`src/rtl/conv_window_feeder_if.sv`:
```
// Memory-read and window-storage bus of the convolution window feeder.
//   master (feeder side): drives mem_rd_en, mem_addr, we, address, wr_data, re;
//                         receives mem_rd_data.
//   slave  (memory/storage side): the mirror image.
interface conv_window_feeder_if #(
   parameter int unsigned AW = 19
);
   logic          mem_rd_en;
   logic [AW-1:0] mem_addr;
   logic [7:0]    mem_rd_data;
   logic          we;
   logic [3:0]    address;
   logic [7:0]    wr_data;
   logic          re;

   modport master (
      output mem_rd_en, mem_addr, we, address, wr_data, re,
      input  mem_rd_data
   );

   modport slave (
      input  mem_rd_en, mem_addr, we, address, wr_data, re,
      output mem_rd_data
   );
endinterface

```
`src/rtl/conv_window_feeder.sv`:
```
// Streams 3x3 pixel windows, in raster order of their centre, from a pixel
// memory into a window storage, with zero padding at the image border.
// Ports:
//   clk, reset      clock, synchronous active-high reset
//   start           begins a full-frame pass (sampled in IDLE only)
//   ready           downstream can accept the next window
//   bus             memory read (mem_rd_en/mem_addr/mem_rd_data) and
//                   storage write (we/address/wr_data/re) signals
//   counter_col_640 / counter_Row_640   current window centre
//   zero_row, final_row, zero_col, final_col   border flags of the centre
//   busy            pass in progress
//   done            one-cycle pulse after the last window
module conv_window_feeder #(
   parameter int unsigned IMG_W = 640,
   parameter int unsigned IMG_H = 640,
   parameter int unsigned AW    = 19
) (
   input  logic        clk,
   input  logic        reset,
   input  logic        start,
   input  logic        ready,
   conv_window_feeder_if.master bus,
   output logic [14:0] counter_col_640,
   output logic [14:0] counter_Row_640,
   output logic        zero_row,
   output logic        final_row,
   output logic        zero_col,
   output logic        final_col,
   output logic        busy,
   output logic        done
);

   localparam int unsigned CW = 15;
   localparam int unsigned TW = 4;
   localparam logic [CW-1:0] ROW_LAST = CW'(IMG_H - 1);
   localparam logic [CW-1:0] COL_LAST = CW'(IMG_W - 1);
   localparam logic [TW-1:0] TAP_LAST = TW'(8);

   typedef enum logic [2:0] {IDLE, FETCH, DRAIN, EMIT, WAIT, DONE} state_t;

   state_t        state_q, state_d;
   logic [TW-1:0] tap_q, tap_d;
   logic [CW-1:0] row_q, row_d, col_q, col_d;
   logic          rd_en_q, rd_en_d;
   logic [AW-1:0] addr_q, addr_d;
   logic          we_q, we_d;
   logic [TW-1:0] wa_q, wa_d;
   logic          wvalid_q, wvalid_d;
   logic          re_q, re_d;
   logic          done_q, done_d;
   logic          busy_q, busy_d;
   logic          zr_q, zr_d, fr_q, fr_d, zc_q, zc_d, fc_q, fc_d;

   logic          adv;
   logic          last_centre;
   logic [1:0]    dr, dc;
   logic          row_ok, col_ok, issue;
   logic [CW-1:0] tap_row, tap_col;

   assign last_centre = (row_q == ROW_LAST) && (col_q == COL_LAST);

   // State register and registered outputs.
   always_ff @(posedge clk) begin
      if (reset) begin
         state_q  <= IDLE;
         tap_q    <= '0;
         row_q    <= '0;
         col_q    <= '0;
         rd_en_q  <= 1'b0;
         addr_q   <= '0;
         we_q     <= 1'b0;
         wa_q     <= '0;
         wvalid_q <= 1'b0;
         re_q     <= 1'b0;
         done_q   <= 1'b0;
         busy_q   <= 1'b0;
         zr_q     <= 1'b0;
         fr_q     <= 1'b0;
         zc_q     <= 1'b0;
         fc_q     <= 1'b0;
      end else begin
         state_q  <= state_d;
         tap_q    <= tap_d;
         row_q    <= row_d;
         col_q    <= col_d;
         rd_en_q  <= rd_en_d;
         addr_q   <= addr_d;
         we_q     <= we_d;
         wa_q     <= wa_d;
         wvalid_q <= wvalid_d;
         re_q     <= re_d;
         done_q   <= done_d;
         busy_q   <= busy_d;
         zr_q     <= zr_d;
         fr_q     <= fr_d;
         zc_q     <= zc_d;
         fc_q     <= fc_d;
      end
   end

   // Next state, and next values of every registered output.
   always_comb begin
      state_d = state_q;
      tap_d   = tap_q;
      row_d   = row_q;
      col_d   = col_q;
      adv     = 1'b0;
      zr_d    = zr_q;
      fr_d    = fr_q;
      zc_d    = zc_q;
      fc_d    = fc_q;

      case (state_q)
         IDLE: begin
            if (start) begin
               state_d = FETCH;
               tap_d   = '0;
               row_d   = '0;
               col_d   = '0;
            end
         end
         FETCH: begin
            if (tap_q == TAP_LAST) state_d = DRAIN;
            else                   tap_d   = tap_q + TW'(1);
         end
         DRAIN: state_d = EMIT;
         EMIT: begin
            if (ready) adv = 1'b1;
            else       state_d = WAIT;
         end
         WAIT: begin
            if (ready) adv = 1'b1;
         end
         DONE:    state_d = IDLE;
         default: state_d = IDLE;
      endcase

      // Raster advance of the window centre; the last centre ends the pass.
      if (adv) begin
         if (last_centre) begin
            state_d = DONE;
         end else begin
            state_d = FETCH;
            tap_d   = '0;
            if (col_q == COL_LAST) begin
               col_d = '0;
               row_d = row_q + CW'(1);
            end else begin
               col_d = col_q + CW'(1);
            end
         end
      end

      // Tap geometry for the tap issued next cycle: row/column offsets 0..2.
      case (tap_d)
         TW'(0), TW'(1), TW'(2): dr = 2'd0;
         TW'(3), TW'(4), TW'(5): dr = 2'd1;
         default:                dr = 2'd2;
      endcase
      case (tap_d)
         TW'(0), TW'(3), TW'(6): dc = 2'd0;
         TW'(1), TW'(4), TW'(7): dc = 2'd1;
         default:                dc = 2'd2;
      endcase

      row_ok  = !((dr == 2'd0 && row_d == '0) || (dr == 2'd2 && row_d == ROW_LAST));
      col_ok  = !((dc == 2'd0 && col_d == '0) || (dc == 2'd2 && col_d == COL_LAST));
      tap_row = row_d + CW'(dr) - CW'(1);
      tap_col = col_d + CW'(dc) - CW'(1);
      issue   = (state_d == FETCH);

      // Padded taps issue no read; the address keeps its previous value.
      rd_en_d = issue && row_ok && col_ok;
      addr_d  = rd_en_d ? (AW'(tap_row) * AW'(IMG_W) + AW'(tap_col)) : addr_q;

      // Each FETCH cycle's tap is written one cycle later.
      we_d     = (state_q == FETCH);
      wa_d     = we_d ? tap_q : wa_q;
      wvalid_d = we_d && rd_en_q;

      re_d   = (state_d == EMIT);
      done_d = (state_d == DONE);
      busy_d = (state_d != IDLE);

      // Flags only move when a window starts, so they stay frozen through EMIT/WAIT.
      if (issue) begin
         zr_d = (row_d == '0);
         fr_d = (row_d == ROW_LAST);
         zc_d = (col_d == '0);
         fc_d = (col_d == COL_LAST);
      end
   end

   // Read data is only valid in the write cycle, so it passes straight through.
   assign bus.wr_data   = wvalid_q ? bus.mem_rd_data : 8'h00;
   assign bus.mem_rd_en = rd_en_q;
   assign bus.mem_addr  = addr_q;
   assign bus.we        = we_q;
   assign bus.address   = wa_q;
   assign bus.re        = re_q;

   assign counter_col_640 = col_q;
   assign counter_Row_640 = row_q;
   assign zero_row        = zr_q;
   assign final_row       = fr_q;
   assign zero_col        = zc_q;
   assign final_col       = fc_q;
   assign busy            = busy_q;
   assign done            = done_q;

endmodule

```
`src/flat_wrapper.sv`:
```
// flat-port wrapper written by rule: the top's interface ports become plain ports
module conv_window_feeder_flat 
#(
   parameter int unsigned IMG_W = 640,
   parameter int unsigned IMG_H = 640,
   parameter int unsigned AW    = 19
)
  (clk, reset, start, ready, counter_col_640, counter_Row_640, zero_row, final_row, zero_col, final_col, busy, done, bus_mem_rd_en, bus_mem_addr, bus_we, bus_address, bus_wr_data, bus_re, bus_mem_rd_data);
  conv_window_feeder_if #(.AW(AW)) bus_i ();
  input  logic clk;
  input  logic reset;
  input  logic start;
  input  logic ready;
  output logic [14:0] counter_col_640;
  output logic [14:0] counter_Row_640;
  output logic zero_row;
  output logic final_row;
  output logic zero_col;
  output logic final_col;
  output logic busy;
  output logic done;
  output wire logic [$bits(bus_i.mem_rd_en)-1:0] bus_mem_rd_en;
  output wire logic [$bits(bus_i.mem_addr)-1:0] bus_mem_addr;
  output wire logic [$bits(bus_i.we)-1:0] bus_we;
  output wire logic [$bits(bus_i.address)-1:0] bus_address;
  output wire logic [$bits(bus_i.wr_data)-1:0] bus_wr_data;
  output wire logic [$bits(bus_i.re)-1:0] bus_re;
  input wire logic [$bits(bus_i.mem_rd_data)-1:0] bus_mem_rd_data;
  assign bus_mem_rd_en = bus_i.mem_rd_en;
  assign bus_mem_addr = bus_i.mem_addr;
  assign bus_we = bus_i.we;
  assign bus_address = bus_i.address;
  assign bus_wr_data = bus_i.wr_data;
  assign bus_re = bus_i.re;
  assign bus_i.mem_rd_data = bus_mem_rd_data;
  conv_window_feeder #(.IMG_W(IMG_W), .IMG_H(IMG_H), .AW(AW)) u_core (.clk(clk), .reset(reset), .start(start), .ready(ready), .bus(bus_i), .counter_col_640(counter_col_640), .counter_Row_640(counter_Row_640), .zero_row(zero_row), .final_row(final_row), .zero_col(zero_col), .final_col(final_col), .busy(busy), .done(done));
endmodule
```
`config.mk`:
```
export PLATFORM = sky130hd
export DESIGN_NAME = conv_window_feeder_flat
export DESIGN_NICKNAME = d
export VERILOG_FILES = /design/src/rtl/conv_window_feeder_if.sv /design/src/rtl/conv_window_feeder.sv /design/src/flat_wrapper.sv
export SDC_FILE = /design/constraint.sdc
export NUM_CORES = 1
export LEC_CHECK = 0
export CELL_PAD_IN_SITES_DETAIL_PLACEMENT = 1
export CELL_PAD_IN_SITES_GLOBAL_PLACEMENT = 1
export CORE_MARGIN = 3
export CORE_UTILIZATION = 42
export CTS_BUF_LIST = sky130_fd_sc_hd__clkbuf_4 sky130_fd_sc_hd__clkbuf_8
export CTS_CLUSTER_SIZE = 24
export DETAILED_ROUTE_END_ITERATION = 16
export PLACE_DENSITY = 0.8
export SYNTH_ARGS = -nofsm -noshare
export SYNTH_HDL_FRONTEND = slang
export SYNTH_SLANG_ARGS = --single-unit
```
`constraint.sdc`:
```
create_clock -name clk -period 8.1 [get_ports clk]
set_input_delay 0.81 -clock clk [delete_from_list [all_inputs] [get_ports clk]]
set_output_delay 0.81 -clock clk [all_outputs]
set_load 0.005 [all_outputs]
```
==> flow_metrics.py <==
metrics = {
    "timing": {
        "rsz0062_at_grt": "no",
        "fin_crit_sh": 0.851,
        "setup_tns_ns": 0,
        "finalSetupViolCount": 0,
        "fmax_mhz": 145,
        "hold_violations": 0,
        "post-route-min-period_ns": 6.89,
        "relSlewSlack": 0.458,
        "worst_slack_ns": 1.21,
        "finalMaxSlewViolations": 0,
        "tightest_slew_ns": 0.814,
        "fin_worst_skew_ns": 0.00790,
        "holdWs_ns": 0.456,
    },
    "global_route": {
        "gr-total-overflow": 0,
        "antenna_found_initial": 0,
        "grt_use_total": 0.242,
        "grt_pass1_wl_mm": 29.0,
        "grt_max_degree": 61,
        "grt_pass1_vias": 5790,
    },
    "power": {
        "powerDensity_mw_per_mm2": 127,
        "p_leak_nw": 2.78,
        "vdd_ir_drop_max_mv": 0.0801,
        "p_total_uw": 862,
    },
    "cts": {
        "hold_buffers": 0,
        "clkSinkCount": 70,
        "clock_latency_ns": 0.37,
        "cts_resized": 0,
        "cts_tree": "done",
        "cts_buffers": 9,
        "clkSlewWorstSetupHoldPaths_ns": 0.07,
        "cts_max_level": 3,
        "root_buffer": "clkbuf_8",
        "cts_setup_buffers": 0,
        "clock_path_buffers": 2,
    },
    "critical_path": {
        "required_ns": 8.33,
        "cp-startpoint": "ready",
        "critPathCaptureType": "register",
        "start_kind": "input port",
        "reg2reg_from": "u_core.counter_Row_640[10]",
        "worstPathArrival_ns": 7.12,
        "path_max_fanout": 11,
        "worst-setup-path-type": "input port to register",
    },
    "job": {
        "cap_violations": 0,
    },
    "placement": {
        "gp_congestion": 0.895,
        "dp_hpwl_mm": 13.8,
        "io_buffers": 81,
        "pre_cts_slack_ns": 0.932,
    },
    "outcome": {
        "status": "finished clean",
    },
    "worst_hold_path": {
        "hp-class": "register to register",
        "min-delay-start": "u_core.bus.mem_addr[4]",
    },
    "yosys": {
        "ys_types": 69,
        "synth_async_sr_flop_share": 0,
        "synth_edf_count": 0,
        "synth.most_common_cell": "nor2_1",
        "synthTopCellsByCount": "nor2_1 (79), ha_1 (73), dfxtp_1 (70), a21oi_1 (54), nand2_1 (53)",
        "yosys-top-cells-area": "dfxtp_1 (25%), ha_1 (16%), nor2_1 (5.2%)",
        "synth_top_area_frac": 0.246,
        "ys_ff_latch": 70,
        "synthCells": 724,
        "synthesis.nets": 813,
        "synth_top_cell_by_area": "dfxtp_1",
        "synth_area_mm2": 0.00571,
        "yosys_most_used_dff": "dfxtp_1",
        "syn-mean-instance-area_um2": 7.88,
        "yosysSeqAreaShare": 0.246,
        "ys_warn_count": 0,
    },
    "detailed_routing": {
        "vias": 5598,
        "route.detailed.drc": 0,
        "firstDrtPassIters": 4,
        "drt_iter0_drc": 305,
        "ant_nets": 0,
        "routed_wl_mm": 17.8,
        "wl_per_cell_um": 18.4,
        "viasPerCell": 5.77,
    },
    "finish": {
        "fillers": 1587,
        "drive_above_1_share": 0.0464,
        "num_antenna_cells": 0,
        "area_growth_pct": 18.9,
        "utilization": 0.525,
        "nets": 885,
    },
    "die": {
        "initial_core_util": 0.441,
        "row_count": 41,
        "core_mm2": 0.0129,
        "die_w_um": 123,
        "io_pins": 82,
        "design.die.area_mm2": 0.0150,
        "die_y_um": 123,
    },
}
-- critical path, cell delays in order --
cell	delay, ns
clkdlybuf4s50_1	0.56
nand4bb_1	0.22
nand2_1	0.41
nand3_1	0.33
nor2_1	0.31
nand4_1	0.16
xor2_1	0.16
or2_2	0.32
ha_1	0.37
and3b_1	0.20
a221o_1	0.35
or2_2	0.31
xnor2_1	0.28
ha_1	0.30
ha_1	0.41
nand3_1	0.14
o2111ai_1	0.37
xor2_1	0.20
nand2_1	0.10
a2111oi_0	0.35
xnor3_1	0.28
nand3_1	0.09
a21oi_1	0.08
-- stage by stage --
stage                     cell area [um2]  cells
after CTS                            6790    970
after global routing                 6790    970
after detailed placement             6640    957
after global placement               6640    957
after floorplan                      5710    724
final                                6790    970
-- per-layer routing --
layer / global-route usage / part of all wire
met1: 0.299 / 0.46
met2: 0.418 / 0.48
met3: 0.0548 / 0.038
met4: 0.0777 / 0.022
met5: 0 / 0
-- logic make-up (layout without fill, tap and decap cells) --
logic type / count (synthesis) / after routing / share of synthesized area
simple gates: 283 / 283 / 0.251
compound gates: 170 / 170 / 0.192
fa+ha+maj: 77 / 77 / 0.174
buf+inv: 71 / 145 / 0.0500
flops: 70 / 70 / 0.246
xor+xnor: 44 / 44 / 0.0700
mux: 9 / 9 / 0.0178
-- placed cells by master (no fill, tap or decap), types with 5 or more instances in the layout --
cell and instances:
clkdlybuf4s50_1 80, nor2_1 79, ha_1 73, dfxtp_1 70, a21oi_1 54, nand2_1 53
inv_1 49, o21ai_0 37, nand3_1 30, xnor2_1 25, nand4_1 20, nor3_1 18
xor2_1 18, and3_1 14, and2_1 14, nor4_1 10, clkbuf_8 9, nand2b_1 8
nor2b_1 8, a211oi_1 8, or2_2 7, o21a_1 7, o21bai_1 6, mux2_2 5
o31ai_1 5
-- area by class of cell --
| type | instances | area [um2] | share of cell area |
|---|---|---|---|
| repair buffers | 83 | 821 | 0.121 |
| flip-flops and latches | 70 | 1400 | 0.206 |
| well taps | 172 | 215 | 0.0317 |
| clock inverters | 3 | 15.0 | 0.00221 |
| inverters | 49 | 184 | 0.0271 |
| multi-input cells | 583 | 4020 | 0.592 |
| clock buffers | 10 | 131 | 0.0194 |
-- path summary, 6_finish.rpt --
| path | endpoint | slack, ns | depth (start not counted) |
|---|---|---|---|
| setup / recovery | u_core.bus.mem_addr[18] | 1.21 | 23 |
| hold / removal | u_core.bus.mem_addr[4] | 0.46 | 2 |
| setup reg to reg | u_core.bus.mem_addr[18] | 1.24 | 24 |
| hold reg to reg | u_core.bus.mem_addr[4] | 0.46 | 2 |
-- sequential cells by signal (all words and copies together) (netlist names) --
register / cells
u_core.bus.re: 1
u_core.done: 1
u_core.counter_col_640: 15
u_core.final_row: 1
u_core.state_q: 3
u_core.bus.address: 4
u_core.bus.mem_addr: 19
u_core.bus.mem_rd_en: 1
u_core.wvalid_q: 1
u_core.bus.we: 1
u_core.busy: 1
u_core.counter_Row_640: 15
u_core.final_col: 1
u_core.zero_col: 1
u_core.tap_q: 4
u_core.zero_row: 1
-- power by group --
group	switching, mW	internal [mW]	leakage, nW	total, mW
logic	0.147	0.114	2.14	0.260
clock network	0.143	0.108	0.0810	0.251
registers	0.00353	0.347	0.566	0.351
No activity file was read; power rests on OpenSTA's default activity.
